<file path="src/rtl/tank_level_encoder.sv">
// Tank level encoder: synchronizes and debounces three float switches,
// validates the thermometer code and presents a registered 2-bit level
// with valid / fault / change indications.

// One switch lane: 2-flop synchronizer followed by a disagreement counter.
module tle_lane #(
  parameter int DEB_CYCLES = 1000,
  parameter int TMR_W      = 12
) (
  input  logic clk,
  input  logic rst_n,
  input  logic sw,
  output logic deb
);
  logic [1:0]       sync;
  logic [TMR_W-1:0] cnt;

  // Bring the asynchronous switch into the clock domain.
  always_ff @(posedge clk or negedge rst_n) begin
    if (!rst_n) sync <= '0;
    else        sync <= {sync[0], sw};
  end

  // Flip the debounced bit only after DEB_CYCLES consecutive disagreements.
  always_ff @(posedge clk or negedge rst_n) begin
    if (!rst_n) begin
      cnt <= '0;
      deb <= 1'b0;
    end else if (sync[1] == deb) begin
      cnt <= '0;
    end else if (cnt == TMR_W'(DEB_CYCLES - 1)) begin
      deb <= ~deb;
      cnt <= '0;
    end else begin
      cnt <= cnt + TMR_W'(1);
    end
  end
endmodule

module tank_level_encoder #(
  parameter int DEB_CYCLES   = 1000,
  parameter int FAULT_CYCLES = 4000,
  parameter int TMR_W        = 12
) (
  input  logic clk,
  input  logic rst_n,
  input  logic S_low,
  input  logic S_mid,
  input  logic S_high,
  output logic Nv1,
  output logic Nv0,
  output logic Valid,
  output logic Fault,
  output logic Chg
);
  localparam int NUM_LANES = 3;

  typedef enum logic [1:0] {ST_INIT, ST_RUN, ST_HOLD, ST_FAULT} state_t;

  logic [NUM_LANES-1:0] sw;
  logic [NUM_LANES-1:0] code;   // {high, mid, low}
  logic                 legal;
  logic [1:0]           enc;

  state_t           state, state_nxt;
  logic [TMR_W-1:0] timer, timer_nxt;
  logic [1:0]       nv, nv_nxt;

  assign sw = {S_high, S_mid, S_low};

  tle_lane #(.DEB_CYCLES(DEB_CYCLES), .TMR_W(TMR_W)) u_lane [NUM_LANES-1:0] (
    .clk  (clk),
    .rst_n(rst_n),
    .sw   (sw),
    .deb  (code)
  );

  // Thermometer decode: only 000/001/011/111 are physically possible.
  always_comb begin
    legal = 1'b1;
    enc   = 2'b00;
    case (code)
      3'b000:  enc = 2'b00;
      3'b001:  enc = 2'b01;
      3'b011:  enc = 2'b10;
      3'b111:  enc = 2'b11;
      default: legal = 1'b0;
    endcase
  end

  // Next state, shared timer and level value.
  always_comb begin
    state_nxt = state;
    timer_nxt = timer;
    nv_nxt    = nv;
    case (state)
      ST_INIT: begin
        timer_nxt = timer + TMR_W'(1);
        if (timer == TMR_W'(DEB_CYCLES - 1)) begin
          timer_nxt = '0;
          if (legal) begin
            state_nxt = ST_RUN;
            nv_nxt    = enc;
          end else begin
            state_nxt = ST_HOLD;
          end
        end
      end
      ST_RUN: begin
        if (legal) begin
          nv_nxt = enc;
        end else begin
          state_nxt = ST_HOLD;
          timer_nxt = '0;
        end
      end
      ST_HOLD: begin
        if (legal) begin
          state_nxt = ST_RUN;
          nv_nxt    = enc;
          timer_nxt = '0;
        end else if (timer == TMR_W'(FAULT_CYCLES - 1)) begin
          state_nxt = ST_FAULT;
          nv_nxt    = 2'b00;  // safe level: no irrigation
          timer_nxt = '0;
        end else begin
          timer_nxt = timer + TMR_W'(1);
        end
      end
      ST_FAULT: begin
        nv_nxt = 2'b00;
        if (legal) begin
          state_nxt = ST_RUN;
          nv_nxt    = enc;
        end
      end
      default: begin
        state_nxt = ST_INIT;
        timer_nxt = '0;
        nv_nxt    = 2'b00;
      end
    endcase
  end

  // Register state and every output; Chg marks the first cycle of a new level.
  always_ff @(posedge clk or negedge rst_n) begin
    if (!rst_n) begin
      state <= ST_INIT;
      timer <= '0;
      nv    <= 2'b00;
      Valid <= 1'b0;
      Fault <= 1'b0;
      Chg   <= 1'b0;
    end else begin
      state <= state_nxt;
      timer <= timer_nxt;
      nv    <= nv_nxt;
      Valid <= (state_nxt == ST_RUN) || (state_nxt == ST_HOLD);
      Fault <= (state_nxt == ST_FAULT);
      Chg   <= (nv_nxt != nv);
    end
  end

  assign Nv1 = nv[1];
  assign Nv0 = nv[0];
endmodule

</file>
<file path="config.mk">
export PLATFORM = sky130hd
export DESIGN_NAME = tank_level_encoder
export DESIGN_NICKNAME = d
export VERILOG_FILES = /design/src/rtl/tank_level_encoder.sv
export SDC_FILE = /design/constraint.sdc
export NUM_CORES = 1
export LEC_CHECK = 0
export CAP_MARGIN = 20
export CORE_MARGIN = 4
export CORE_UTILIZATION = 46
export CTS_CLUSTER_DIAMETER = 200
export DETAILED_ROUTE_END_ITERATION = 16
export DONT_BUFFER_PORTS = 1
export GPL_ROUTABILITY_DRIVEN = 0
export PLACE_DENSITY = 0.66
export SYNTH_ARGS = -nofsm -noshare
export SYNTH_HDL_FRONTEND = slang
export SYNTH_SLANG_ARGS = --single-unit
</file>
<file path="constraint.sdc">
create_clock -name clk -period 2.8 [get_ports clk]
set_clock_uncertainty 0.1 [all_clocks]
set_input_delay 0.84 -clock clk [delete_from_list [all_inputs] [get_ports clk]]
set_output_delay 0.84 -clock clk [all_outputs]
set_load 0.005 [all_outputs]
</file>
Yosys cells after proc, flatten, opt, wreduce, memory -nomap -nowiden --
Cells that the tools add are included.
Operators by class: equal/unequal tests 19, bitwise logic cells 6, $add $sub $neg 4, muxes and demuxes 26, reduce and logical (&&, ||, !) cells 9
Operators by type and width (count):
- 2-to-1 mux 12 bit | 10
- adder 12 x 1 -> 12 bit (second input constant) | 4
- == test 12 x 10 -> 1 bit (second input constant) | 4
- case mux 12 bit (3 select lines) | 1
- 2-to-1 mux 2 bit | 11
- case mux 2 bit (4 select lines) | 2
- == test 12 bit (second input constant) | 1
- == test 2 bit (second input constant) | 4
- AND reduction 2 bit | 4
- inverter 1 bit | 6
- case mux 2 bit (3 select lines) | 1
- == test 2 x 1 -> 1 bit (second input constant) | 2
- OR reduction 4 bit | 1
- == test 1 bit | 3
- == test 3 x 1 -> 1 bit (second input constant) | 1
- == test 3 x 2 -> 1 bit (second input constant) | 1
- == test 3 bit (second input constant) | 1
- zero test 3 bit | 1
- nonzero test 3 bit | 1
- zero test 2 bit | 1
- inequality test 2 bit | 1
- inequality test 2 bit (second input constant) | 1
- logical OR 1 bit | 1
- 2-to-1 mux 1 bit | 1
Storage, ports and cells: register bits 64, output and inout bits 5, logic and storage cells 79, bits of input ports 5

Logic depth before layout (Yosys ltp) --
word-level depth 8, depth in mapped cells 9, depth with buffers taken out 7

Hierarchy --
A second synthesis with hierarchy kept.
Second synthesis, totals: cell total of the unflattened synthesis 345, area, all modules 3505.9 um^2
Modules (own cells, without submodules):
- tle_lane | instances 3, cells each 65, seq. area each 375.4 um^2, area an instance 716.9 um^2
- tank_level_encoder | instances 1, cells each 150, seq. area each 475.5 um^2, area an instance 1355.0 um^2

Worst setup path after synthesis --
No wires, ideal clock.
path kind register to register, start register timer[4], end register Valid, required time 2.574 ns, slack 0.511 ns, cell stages (with the launch flop) 8, setup time 0.126 ns, data arrival time 2.063 ns, buffers on the path 1, period minus slack after synthesis 2.289 ns, cell sequence dfrtp_1 -> buf_6 -> or4_4 -> or4_4 -> nor2_2 -> a21oi_1 -> a22oi_1 -> ha_1
Between the ends: word-level cells in the longest chain between the ends 6, elaborated cells between the ends (all ways) 9, those cells by class eq/ne: 4; mux: 4; reduce/logical: 1
RTL lines:
- from (decl) | RTL line 66 | logic [TMR_W-1:0] timer, timer_nxt;
- from (signal assigned) | RTL line 156 | timer <= timer_nxt;
- == test 12 bit | RTL line 122 | end else if (timer == TMR_W'(FAULT_CYCLES - 1)) begin
- 2-to-1 mux 2 bit | RTL line 122
- 2-to-1 mux 2 bit | RTL line 118 | if (legal) begin
- case mux 2 bit (4 select lines) * | RTL line 96 | case (state)
- via state_nxt[0] | RTL line 65 | state_t state, state_nxt;
- == test 2 x 1 -> 1 bit / == test 2 bit (equally long branches) | RTL line 158 | Valid <= (state_nxt == ST_RUN) || (state_nxt == ST_HOLD);
- logical OR 1 bit * | RTL line 158
- to (signal assigned) | RTL line 158
- to (decl) | RTL line 52 | output logic Valid,
Mark *: on every way through the listed nets, which the timed path passes. The rest lies on a longest branch. A chain may end at the register's enable or synchronous reset.

Worst setup path in the final report --
Ends and elaborated chain as after synthesis.

==> metrics.md <==
| Metric | Value |
|---|---|
| Worst r2r path cells | `6` |
| Pin count of the biggest net entering global routing | `65` |
| Chip width | `91.3 um` |
| IR drop worst, VDD | `263 uV` |
| Most frequent CP cell | `or4_4` |
| Core area | `0.00676 mm2` |
| Yosys Warn Count | `0` |
| Critical Path Slowest Stage Cell | `or4_4` |
| FF-to-FF End | `Valid` |
| Highest Clock Rate | `422 MHz` |
| Setup TNS | `0 ns` |
| Shortest period the worst path allows | `2.37 ns` |
| Post-synthesis to final-layout area growth | `8.04%` |
| Synth Cell Area | `0.00319 mm2` |
| Req. time, crit path | `2.92 ns` |
| Final worst-path cycle share | `84.7%` |
| First-pass GRT wire length | `9.74 mm` |
| Setup Buffers After CTS | `0` |
| Synth Instances | `327` |
| P per Cell Area | `504 mW/mm2` |
| RSZ-0062 raised after global routing | `no` |
| Initial antenna violation count | `0` |
| Max Cap Viol | `0` |
| CTS Buf Count | `9` |
| Global Route Usage Sum | `14.5%` |
| Final ANT Viol Nets | `0` |
| Most frequent cells in the layout | `nor2_1, dfrtp_1, nand3_1` |
| Num rows | `30` |
| Mapped Avg Cell Area | `9.75 um2` |
| Chip height | `91.3 um` |
| Clk slew on worst S/H paths | `0.07 ns` |
| Register area share after synthesis | `50.2%` |
| R2R setup slack | `0.43 ns` |
| Post-cts hold buffer count | `0` |
| Clock tree buffer depth | `2` |
| Htree depth | `3` |
| Clk sinks | `64` |
| Hold WS | `0.0938 ns` |
| Number of synthesized register bits | `64` |
| Tightest Hold Check Type | `in -> async` |
| Nets | `345` |
| CP max FO | `9` |
| Root Driver | `clkbuf_8` |
| Final Hold Viols | `0` |
| CP max stage delay | `0.60 ns` |
| N_diodes | `0` |
| Crit-path cells | `or4_4, or4_4, nor2_2, a21oi_1, a22oi_1, ha_1` |
| Initial Utilization | `47.2%` |
| Post-DP HPWL | `3.57 mm` |
| CTS tree | `built` |
| Drt wl/cell | `12.9 um` |
| Crit Reg-Reg Startpoint | `timer[4]` |
| Count of pins over their slew limit | `0` |
| Via/cell ratio | `5.40` |
| Distinct cells, synth | `38` |
| PortBufs | `0` |
| CP endpoint kind | `flop` |
| Vias in the first global route | `2,207` |
| Pre-antenna DRT Iters | `4` |
| Vias post-DR | `2,239` |
| Clk_lat worst skew | `0.34 ns` |
| Top-Level Pins | `10` |
| Leakage | `1.55 nW` |
| Mapped Nets | `342` |
| Worst Tran Pin Value | `0.564 ns` |
| Number of gates resized after cts | `0` |
| Bufs and invs on worst path | `0` |
| Drt total wl | `5.35 mm` |
| Arrival @ worst endpoint | `2.49 ns` |
| Total grt overflow | `0` |
| # DRC | `0` |
| DR iter-0 viols | `61` |
| Most common cell after layout, fill and taps aside | `nor2_1` |
| Status | `finished, final reports clean` |
| Endpoints failing setup | `0` |
| Full die area | `0.00833 mm2` |
| Largest delay share family, worst path | `simple AND/OR/NAND/NOR gates` |
| Slew Limit Headroom | `62.3%` |
| Critical Path Start Type | `flop` |
| Share of cells above drive strength 1 | `8.06%` |
| Setup CP Type | `reg -> reg` |
[power by group]
part	total, mW	leakage [nW]	internal, mW	switching, mW
Sequential	0.950	0.858	0.939	0.0108
Clock	0.757	0.0920	0.406	0.351
Combinational	0.0295	0.603	0.0116	0.0180
Total	1.74	1.55	1.36	0.380
[stage by stage]
step	utilization, %	std cells	setup WS [ns]	total power, mW	instance area, um2
3_5_place_dp	48.2	399	0.447	0.998	3260
3_3_place_gp	48.2	399	0.474	0.997	3260
6_report	51.0	415	0.429	1.74	3450
2_1_floorplan	-	327	0.511	0.991	3190
4_1_cts	51.0	415	0.436	1.76	3450
5_1_grt	51.0	415	0.293	1.82	3450
[sequential cells by signal (all words and copies together), names as in the netlist]
name / cells
Fault: 1
u_lane.deb: 3
nv: 2
timer: 12
u_lane.cnt: 36
Valid: 1
u_lane.sync: 6
Chg: 1
state: 2
[cells by family (layout without fill, tap and decap cells)]
| kind of cell | Yosys count | after routing | synth area share [%] |
|---|---|---|---|
| fa+ha+maj | 10 | 10 | 3.92 |
| mux | 3 | 3 | 1.06 |
| buf+inv | 19 | 27 | 2.51 |
| simple gates | 156 | 156 | 23.5 |
| flops | 64 | 64 | 50.2 |
| compound gates | 34 | 34 | 7.49 |
| xor+xnor | 41 | 41 | 11.3 |
[synth_stat cells, drive strengths merged]
master,n,share of area [%]
a211o,1,0.27
a211oi,2,0.47
a21o,3,0.71
a21oi,8,1.3
a22oi,3,0.71
a31oi,2,0.39
a32oi,1,0.27
and3,13,2.6
and4,1,0.31
buf,3,0.63
clkbuf,7,0.82
dfrtp,64,50
ha,10,3.9
inv,9,1.1
mux2,3,1.1
nand2,17,2.0
nand2b,6,1.2
nand3,26,4.1
nand4,12,2.4
nor2,68,8.2
nor2b,3,0.59
nor3,2,0.31
nor4,4,0.78
nor4bb,1,0.31
o211ai,1,0.24
o21ai,6,0.94
o22ai,3,0.59
o311ai,1,0.27
o31ai,1,0.24
o32ai,1,0.27
o41ai,1,0.86
or2,1,0.20
or4,2,0.71
xnor2,19,5.2
xor2,22,6.0
[routing by layer]
layer	wire length (um)	up-vias	global-route usage [%]
met5	0	-	0
met4	82	0	4.90
met3	177	8	5.55
met2	2530	15	23.7
met1	2560	1091	17.5
li1	-	1125	-
[worst max path at each step]
stage,slack (ns),endpoint,depth (start not counted),startpoint
2_1_floorplan,0.51,Valid,7,timer[4]
3_3_place_gp,0.47,Valid,6,timer[4]
3_5_place_dp,0.45,Valid,6,timer[4]
4_1_cts,0.44,Valid,6,timer[4]
5_1_grt,0.29,Valid,6,timer[4]
6_report,0.43,Valid,6,timer[4]
[final cells by class]
| type | instances | area, um2 |
|---|---|---|
| fill | 636 | 3310 |
| inverter | 9 | 33.8 |
| multi-input combinational | 244 | 1510 |
| tap | 80 | 100 |
| timing repair buffer | 2 | 15.0 |
| clock buffer | 10 | 128 |
| clock inverter | 6 | 60.1 |
| sequential | 64 | 1600 |
Power figures use the tool's default switching activity.
